**src/rtl/pipe_staller.sv**
```systemverilog
// Hazard and stall controller for the 5-stage pipeline: per-stage stall codes,
// PC redirects (deferred while a fetch is outstanding) and bring-up counters.
module pipe_staller #(
    parameter int unsigned CNT_W = 32
) (
    input  logic             dclk,
    input  logic             rst,
    input  logic             if_busy_i,
    input  logic             mem_busy_i,
    input  logic             ex_is_load_i,
    input  logic [4:0]       ex_rd_i,
    input  logic [4:0]       id_rs1_i,
    input  logic             id_rs1_used_i,
    input  logic [4:0]       id_rs2_i,
    input  logic             id_rs2_used_i,
    input  logic             ex_jump_i,
    input  logic [31:0]      ex_target_i,
    output logic             pc_wr_o,
    output logic [31:0]      pc_target_o,
    output logic [1:0]       stl_pc_o,
    output logic [1:0]       stl_if_id_o,
    output logic [1:0]       stl_id_ex_o,
    output logic [1:0]       stl_ex_mem_o,
    output logic [1:0]       stl_mem_wb_o,
    output logic [CNT_W-1:0] stall_cnt_o,
    output logic [CNT_W-1:0] flush_cnt_o
);

    localparam int unsigned ADDR_W = 32;

    localparam logic [1:0] GO     = 2'b00;
    localparam logic [1:0] STALL  = 2'b01;
    localparam logic [1:0] BUBBLE = 2'b10;

    typedef enum logic {
        RUN           = 1'b0,
        REDIRECT_WAIT = 1'b1
    } state_t;

    state_t              state, state_nx;
    logic [ADDR_W-1:0]   pend_target, pend_target_nx;
    logic                lu;
    logic                stall_inc;
    logic                flush_inc;

    // Load-use: ID reads the register the EX load is about to write
    assign lu = ex_is_load_i && (ex_rd_i != 5'd0) &&
                ((id_rs1_used_i && (id_rs1_i == ex_rd_i)) ||
                 (id_rs2_used_i && (id_rs2_i == ex_rd_i)));

    always_ff @(posedge dclk or negedge rst) begin
        if (!rst) begin
            state       <= RUN;
            pend_target <= '0;
        end else begin
            state       <= state_nx;
            pend_target <= pend_target_nx;
        end
    end

    always_comb begin
        state_nx       = state;
        pend_target_nx = pend_target;
        pc_wr_o        = 1'b0;
        pc_target_o    = '0;
        stl_pc_o       = GO;
        stl_if_id_o    = GO;
        stl_id_ex_o    = GO;
        stl_ex_mem_o   = GO;
        stl_mem_wb_o   = GO;

        if (!rst) begin
            stl_pc_o     = BUBBLE;
            stl_if_id_o  = BUBBLE;
            stl_id_ex_o  = BUBBLE;
            stl_ex_mem_o = BUBBLE;
            stl_mem_wb_o = BUBBLE;
        end else begin
            case (state)
                RUN: begin
                    if (mem_busy_i) begin
                        // EX is frozen, so a pending jump is still visible next cycle
                        stl_pc_o     = STALL;
                        stl_if_id_o  = STALL;
                        stl_id_ex_o  = STALL;
                        stl_ex_mem_o = STALL;
                        stl_mem_wb_o = BUBBLE;
                    end else if (ex_jump_i && !if_busy_i) begin
                        pc_wr_o     = 1'b1;
                        pc_target_o = ex_target_i;
                        stl_if_id_o = BUBBLE;
                        stl_id_ex_o = BUBBLE;
                    end else if (ex_jump_i) begin
                        pend_target_nx = ex_target_i;
                        state_nx       = REDIRECT_WAIT;
                        stl_pc_o       = STALL;
                        stl_if_id_o    = BUBBLE;
                        stl_id_ex_o    = BUBBLE;
                    end else if (lu) begin
                        stl_pc_o    = STALL;
                        stl_if_id_o = STALL;
                        stl_id_ex_o = BUBBLE;
                    end else if (if_busy_i) begin
                        stl_pc_o    = STALL;
                        stl_if_id_o = BUBBLE;
                    end
                end
                REDIRECT_WAIT: begin
                    if (mem_busy_i) begin
                        stl_pc_o     = STALL;
                        stl_if_id_o  = STALL;
                        stl_id_ex_o  = STALL;
                        stl_ex_mem_o = STALL;
                        stl_mem_wb_o = BUBBLE;
                    end else if (if_busy_i) begin
                        // Fetch in flight is wrong-path; drop it and keep waiting
                        stl_pc_o    = STALL;
                        stl_if_id_o = BUBBLE;
                        stl_id_ex_o = BUBBLE;
                    end else begin
                        pc_wr_o     = 1'b1;
                        pc_target_o = pend_target;
                        stl_if_id_o = BUBBLE;
                        stl_id_ex_o = BUBBLE;
                        state_nx    = RUN;
                    end
                end
                default: state_nx = RUN;
            endcase
        end
    end

    assign stall_inc = (stl_pc_o == STALL);
    assign flush_inc = pc_wr_o;

    // Saturating bring-up counters
    always_ff @(posedge dclk or negedge rst) begin
        if (!rst) begin
            stall_cnt_o <= '0;
            flush_cnt_o <= '0;
        end else begin
            if (stall_inc && (stall_cnt_o != '1)) begin
                stall_cnt_o <= stall_cnt_o + CNT_W'(1);
            end
            if (flush_inc && (flush_cnt_o != '1)) begin
                flush_cnt_o <= flush_cnt_o + CNT_W'(1);
            end
        end
    end

endmodule

```
**config.mk**
```make
export PLATFORM = sky130hd
export DESIGN_NAME = pipe_staller
export DESIGN_NICKNAME = d
export VERILOG_FILES = /design/src/rtl/pipe_staller.sv
export SDC_FILE = /design/constraint.sdc
export NUM_CORES = 1
export LEC_CHECK = 0
export CAP_MARGIN = 20
export CORE_ASPECT_RATIO = 2
export CORE_MARGIN = 4
export CORE_UTILIZATION = 45
export CTS_BUF_LIST = sky130_fd_sc_hd__clkbuf_2 sky130_fd_sc_hd__clkbuf_4 sky130_fd_sc_hd__clkbuf_8
export DETAILED_ROUTE_END_ITERATION = 12
export PLACE_DENSITY = 0.79
export SLEW_MARGIN = 15
export SYNTH_ARGS = -nofsm -noshare
export SYNTH_HDL_FRONTEND = slang
export SYNTH_SLANG_ARGS = --single-unit
```
**constraint.sdc**
```tcl
create_clock -name dclk -period 2.7 [get_ports dclk]
set_clock_uncertainty 0.05 [all_clocks]
set_input_delay 0.54 -clock dclk [delete_from_list [all_inputs] [get_ports dclk]]
set_output_delay 0.54 -clock dclk [all_outputs]
set_load 0.02 [all_outputs]
```
==> impl_metrics.xml <==
<?xml version="1.0" encoding="UTF-8"?>
<metrics>
  <group name="logic_synthesis">
    <metric name="synth_flop_cell" unit="">sky130_fd_sc_hd__dfrtp_1</metric>
    <metric name="yosysWarningCount" unit="">0</metric>
    <metric name="synth-edff-count" unit="">0</metric>
    <metric name="postSynthRegisterBits" unit="">97</metric>
    <metric name="synthDistinctLibCells" unit="">46</metric>
    <metric name="synth_top_cells_by_area" unit="">sky130_fd_sc_hd__dfrtp_1 48%, sky130_fd_sc_hd__mux2_2 7.4%, sky130_fd_sc_hd__a21oi_1 6.7%</metric>
    <metric name="synthDominantAreaCellType" unit="">sky130_fd_sc_hd__dfrtp_1</metric>
    <metric name="mappedNetlistNets" unit="">574</metric>
    <metric name="synth_top_area_share" unit="%">48.09</metric>
    <metric name="seq_total_area_yosys" unit="%">48.09</metric>
    <metric name="post_synth.cell_area_avg" unit="um^2">9.763</metric>
    <metric name="synth.cell_area" unit="um^2">5047</metric>
    <metric name="cells_after_synth" unit="">517</metric>
    <metric name="synth-async-reset-ratio" unit="%">100.0</metric>
  </group>
  <group name="worst_setup_path">
    <metric name="timing.critical_path.to_type" unit="">output pin</metric>
    <metric name="crit_path_max_fanout" unit="">3</metric>
    <metric name="cp-start-kind" unit="">input port</metric>
    <metric name="timing_worst_setup_path_type" unit="">in2out</metric>
    <metric name="rr_endpoint" unit="">stall_cnt_o[30]$_DFFE_PN0P_</metric>
    <metric name="reg2reg_slack" unit="ns">0.33</metric>
    <metric name="timing.reg2reg.worst_path_depth" unit="">7</metric>
    <metric name="critPathArrivalTime" unit="ns">2.04</metric>
    <metric name="worst_r2r_startpoint" unit="">stall_cnt_o[0]$_DFFE_PN0P_</metric>
    <metric name="critPathRequiredTime" unit="ns">2.11</metric>
  </group>
  <group name="global_route">
    <metric name="overflow" unit="">0</metric>
    <metric name="grt_max_degree" unit="">34</metric>
    <metric name="first_global_vias" unit="">4817</metric>
    <metric name="grt_antenna_before_repair" unit="">0</metric>
    <metric name="grt.total_usage" unit="%">22.74</metric>
    <metric name="grt_pass1_wl" unit="mm">24.01</metric>
  </group>
  <group name="power">
    <metric name="power.share.switching" unit="%">32.01</metric>
    <metric name="power_share_of_the_combinational_group" unit="%">27.9</metric>
    <metric name="p_leak" unit="nW">3.235</metric>
    <metric name="power_switching" unit="W">0.001213</metric>
    <metric name="power_frac_seq" unit="%">48.8</metric>
    <metric name="p_int" unit="W">0.002576</metric>
    <metric name="vdd.ir_drop.worst" unit="uV">393.3</metric>
    <metric name="p_per_area" unit="nW/um^2">530.6</metric>
    <metric name="pwr-share-clk" unit="%">23.3</metric>
  </group>
  <group name="clocking">
    <metric name="cts_num_sinks" unit="">97</metric>
    <metric name="later_pin_clock_latency_in_the_skew_report" unit="ns">0.35</metric>
    <metric name="cts.clk_slew.worst_paths" unit="ns">0.09</metric>
    <metric name="clock_tree.buffer_depth" unit="">2</metric>
    <metric name="ctsRootBufferMaster" unit="">sky130_fd_sc_hd__clkbuf_8</metric>
    <metric name="tritoncts_clock_tree" unit="">yes</metric>
    <metric name="cts-buffers-inserted" unit="">9</metric>
    <metric name="htree_levels" unit="">3</metric>
  </group>
  <group name="die">
    <metric name="floorplan.die_area" unit="um^2">13080</metric>
    <metric name="chipWidth" unit="um">82.89</metric>
    <metric name="rows" unit="">54</metric>
    <metric name="core-area" unit="um^2">10950</metric>
    <metric name="pin_count" unit="">162</metric>
    <metric name="die_h" unit="um">157.8</metric>
    <metric name="effective_utilization_at_floorplan" unit="%">46.11</metric>
  </group>
  <group name="layout">
    <metric name="fin_area" unit="um^2">7139</metric>
    <metric name="fillcell_total" unit="">905</metric>
    <metric name="final_nets" unit="">760</metric>
    <metric name="layout_common_cells" unit="">114 x sky130_fd_sc_hd__clkdlybuf4s50_1, 97 x sky130_fd_sc_hd__dfrtp_1, 67 x sky130_fd_sc_hd__nor2_1, 67 x sky130_fd_sc_hd__a21oi_1, 41 x sky130_fd_sc_hd__buf_4</metric>
    <metric name="final-seq-area" unit="um^2">2427</metric>
    <metric name="flow.area_growth_from_synthesis" unit="%">41.45</metric>
    <metric name="fraction_of_layout_instances_using_a_drive_strength_above_1" unit="%">21.05</metric>
    <metric name="multi_input_area" unit="um^2">2480</metric>
    <metric name="fin_cells" unit="">848</metric>
    <metric name="mostFrequentLayoutCell" unit="">sky130_fd_sc_hd__clkdlybuf4s50_1</metric>
    <metric name="num_antenna_cells" unit="">0</metric>
    <metric name="final_util" unit="%">65.23</metric>
  </group>
  <group name="sta">
    <metric name="totalNegativeSetupSlack" unit="ns">0</metric>
    <metric name="final.period_utilization" unit="%">97.57</metric>
    <metric name="timing.final.max_slew_violations" unit="">0</metric>
    <metric name="grt_setup_unrepaired" unit="">false</metric>
    <metric name="clock_period_minus_final_worst_setup_slack" unit="ns">2.634</metric>
    <metric name="max_freq" unit="MHz">379.6</metric>
    <metric name="final-hold-violation-count" unit="">0</metric>
    <metric name="setup_viol" unit="">0</metric>
  </group>
  <group name="detailed_routing">
    <metric name="average_routed_wire_per_standard_cell" unit="um">17.54</metric>
    <metric name="drt_pre_antenna_iters" unit="">5</metric>
    <metric name="drcViolationCount" unit="">0</metric>
    <metric name="avgViaCountPerCell" unit="">5.386</metric>
    <metric name="initialDrtViolationCount" unit="">210</metric>
    <metric name="detailroute.via_count" unit="">4567</metric>
    <metric name="final_antenna_net_count" unit="">0</metric>
    <metric name="post_route_wl" unit="mm">14.87</metric>
  </group>
  <group name="worst_hold_path">
    <metric name="min_path_type" unit="">in2async</metric>
  </group>
  <group name="job">
    <metric name="cap_viol_max_count" unit="">0</metric>
  </group>
  <group name="placed_design">
    <metric name="gpl.final_weighted_congestion" unit="">0.9574</metric>
    <metric name="hpwlAfterDp" unit="mm">11.54</metric>
    <metric name="io_buffers" unit="">160</metric>
    <metric name="place_area" unit="um^2">7010</metric>
    <metric name="place.detailed.instances" unit="">826</metric>
  </group>
  <group name="run_status">
    <metric name="status" unit="">complete, no violations</metric>
  </group>
</metrics>
## worst max path at each step
stage	start	depth (start not counted)	end	slack, ns
floorplan	ex_rd_i[1]	5	stl_if_id_o[1]	0.18
global placement	ex_rd_i[2]	7	stl_if_id_o[1]	-0.72
detailed placement	ex_rd_i[2]	7	stl_if_id_o[1]	-0.78
CTS	ex_jump_i	6	pc_target_o[20]	0.003
global route	id_rs1_i[1]	8	stl_id_ex_o[1]	0.01
finish	ex_rd_i[2]	6	stl_if_id_o[0]	0.07
## cell families (layout without fill, tap and decap cells)
kind of cell	count (synthesis)	after routing	share of synthesized area, %
xor+xnor	70	70	12.15
buf+inv	40	231	3.619
fa+ha+maj	2	2	0.4957
other cells	1	1	0.07430
flops	97	97	48.09
mux	33	33	7.362
simple gates	195	195	20.08
compound gates	79	79	8.131
## critical path, stage by stage
cell and delay, ns:
sky130_fd_sc_hd__dlygate4sd2_1 0.28, sky130_fd_sc_hd__or4_4 0.55, sky130_fd_sc_hd__o21ai_4 0.15, sky130_fd_sc_hd__nor2_1 0.08, sky130_fd_sc_hd__a21o_1 0.19, sky130_fd_sc_hd__clkdlybuf4s15_2 0.25
## registers in the layout, indices dropped and copies added (netlist names)
signal / flops
state: 1
stall_cnt_o: 32
pend_target: 32
flush_cnt_o: 32
## timing repair
item                                    4_1_cts  5_1_grt
setup buffers                                 3        2
gates cloned                                  0        1
pin swaps                                     3        1
hold buffers                                  0        0
hold endpoints to repair                      0        0
endpoints found under the setup margin       39       36
gates resized for setup                      73       62
## cells in the mapped netlist, types with 2 or more instances
cell type and count:
sky130_fd_sc_hd__or3_1 2, sky130_fd_sc_hd__a31oi_1 2, sky130_fd_sc_hd__mux2_2 33, sky130_fd_sc_hd__o21ai_0 3, sky130_fd_sc_hd__nor4_1 6, sky130_fd_sc_hd__xor2_1 33, sky130_fd_sc_hd__dfrtp_1 97, sky130_fd_sc_hd__ha_1 2
sky130_fd_sc_hd__nand4_1 18, sky130_fd_sc_hd__nand2_1 31, sky130_fd_sc_hd__nor2_1 68, sky130_fd_sc_hd__and2_1 4, sky130_fd_sc_hd__inv_1 11, sky130_fd_sc_hd__nand3_2 4, sky130_fd_sc_hd__nand3_1 22, sky130_fd_sc_hd__nor3_1 14
sky130_fd_sc_hd__and3_1 9, sky130_fd_sc_hd__and4_4 2, sky130_fd_sc_hd__buf_1 4, sky130_fd_sc_hd__clkbuf_1 17, sky130_fd_sc_hd__buf_6 2, sky130_fd_sc_hd__a21oi_1 68, sky130_fd_sc_hd__and4_1 3, sky130_fd_sc_hd__buf_4 4
sky130_fd_sc_hd__xnor2_1 37
## cell type report
type                    instances  area share [%]
multi-input cells             380           34.74
flip-flops and latches         97           34.00
repair buffers                204           25.66
well taps                     140           2.454
clock buffers                  11           2.033
inverters                      11          0.5783
clock inverters                 5          0.5433
## power by group through the flow
| stage | combinational, W | sequential [W] | clock, W |
|---|---|---|---|
| floorplan | 0.000504 | 0.00191 | 0 |
| global placement | 0.00108 | 0.00186 | 0 |
| detailed placement | 0.00110 | 0.00188 | 0 |
| CTS | 0.00108 | 0.00185 | 0.000909 |
| global route | 0.00115 | 0.00188 | 0.000976 |
| finish | 0.00106 | 0.00185 | 0.000881 |
## metal layers
metal,track usage (%),wire [um],share of wire [%],vias up
met4,9.353,433,2.9,0
met5,0,0,0,-
li1,-,-,-,2150
met1,23.99,5348,36,2213
met3,5.573,864,5.8,30
met2,42.80,8226,55,174
## per-stage QoR
stage	total power (W)	hold slack [ns]	worst slack [ns]
6_report	0.003788	0.1255	0.06566
5_1_grt	0.004012	0.1099	0.01352
4_1_cts	0.003834	0.09608	0.003077
3_5_place_dp	0.002980	0.4306	-0.7802
3_3_place_gp	0.002934	0.4249	-0.7238
2_1_floorplan	0.002416	0.1944	0.1798
Power figures use the tool's default switching activity.
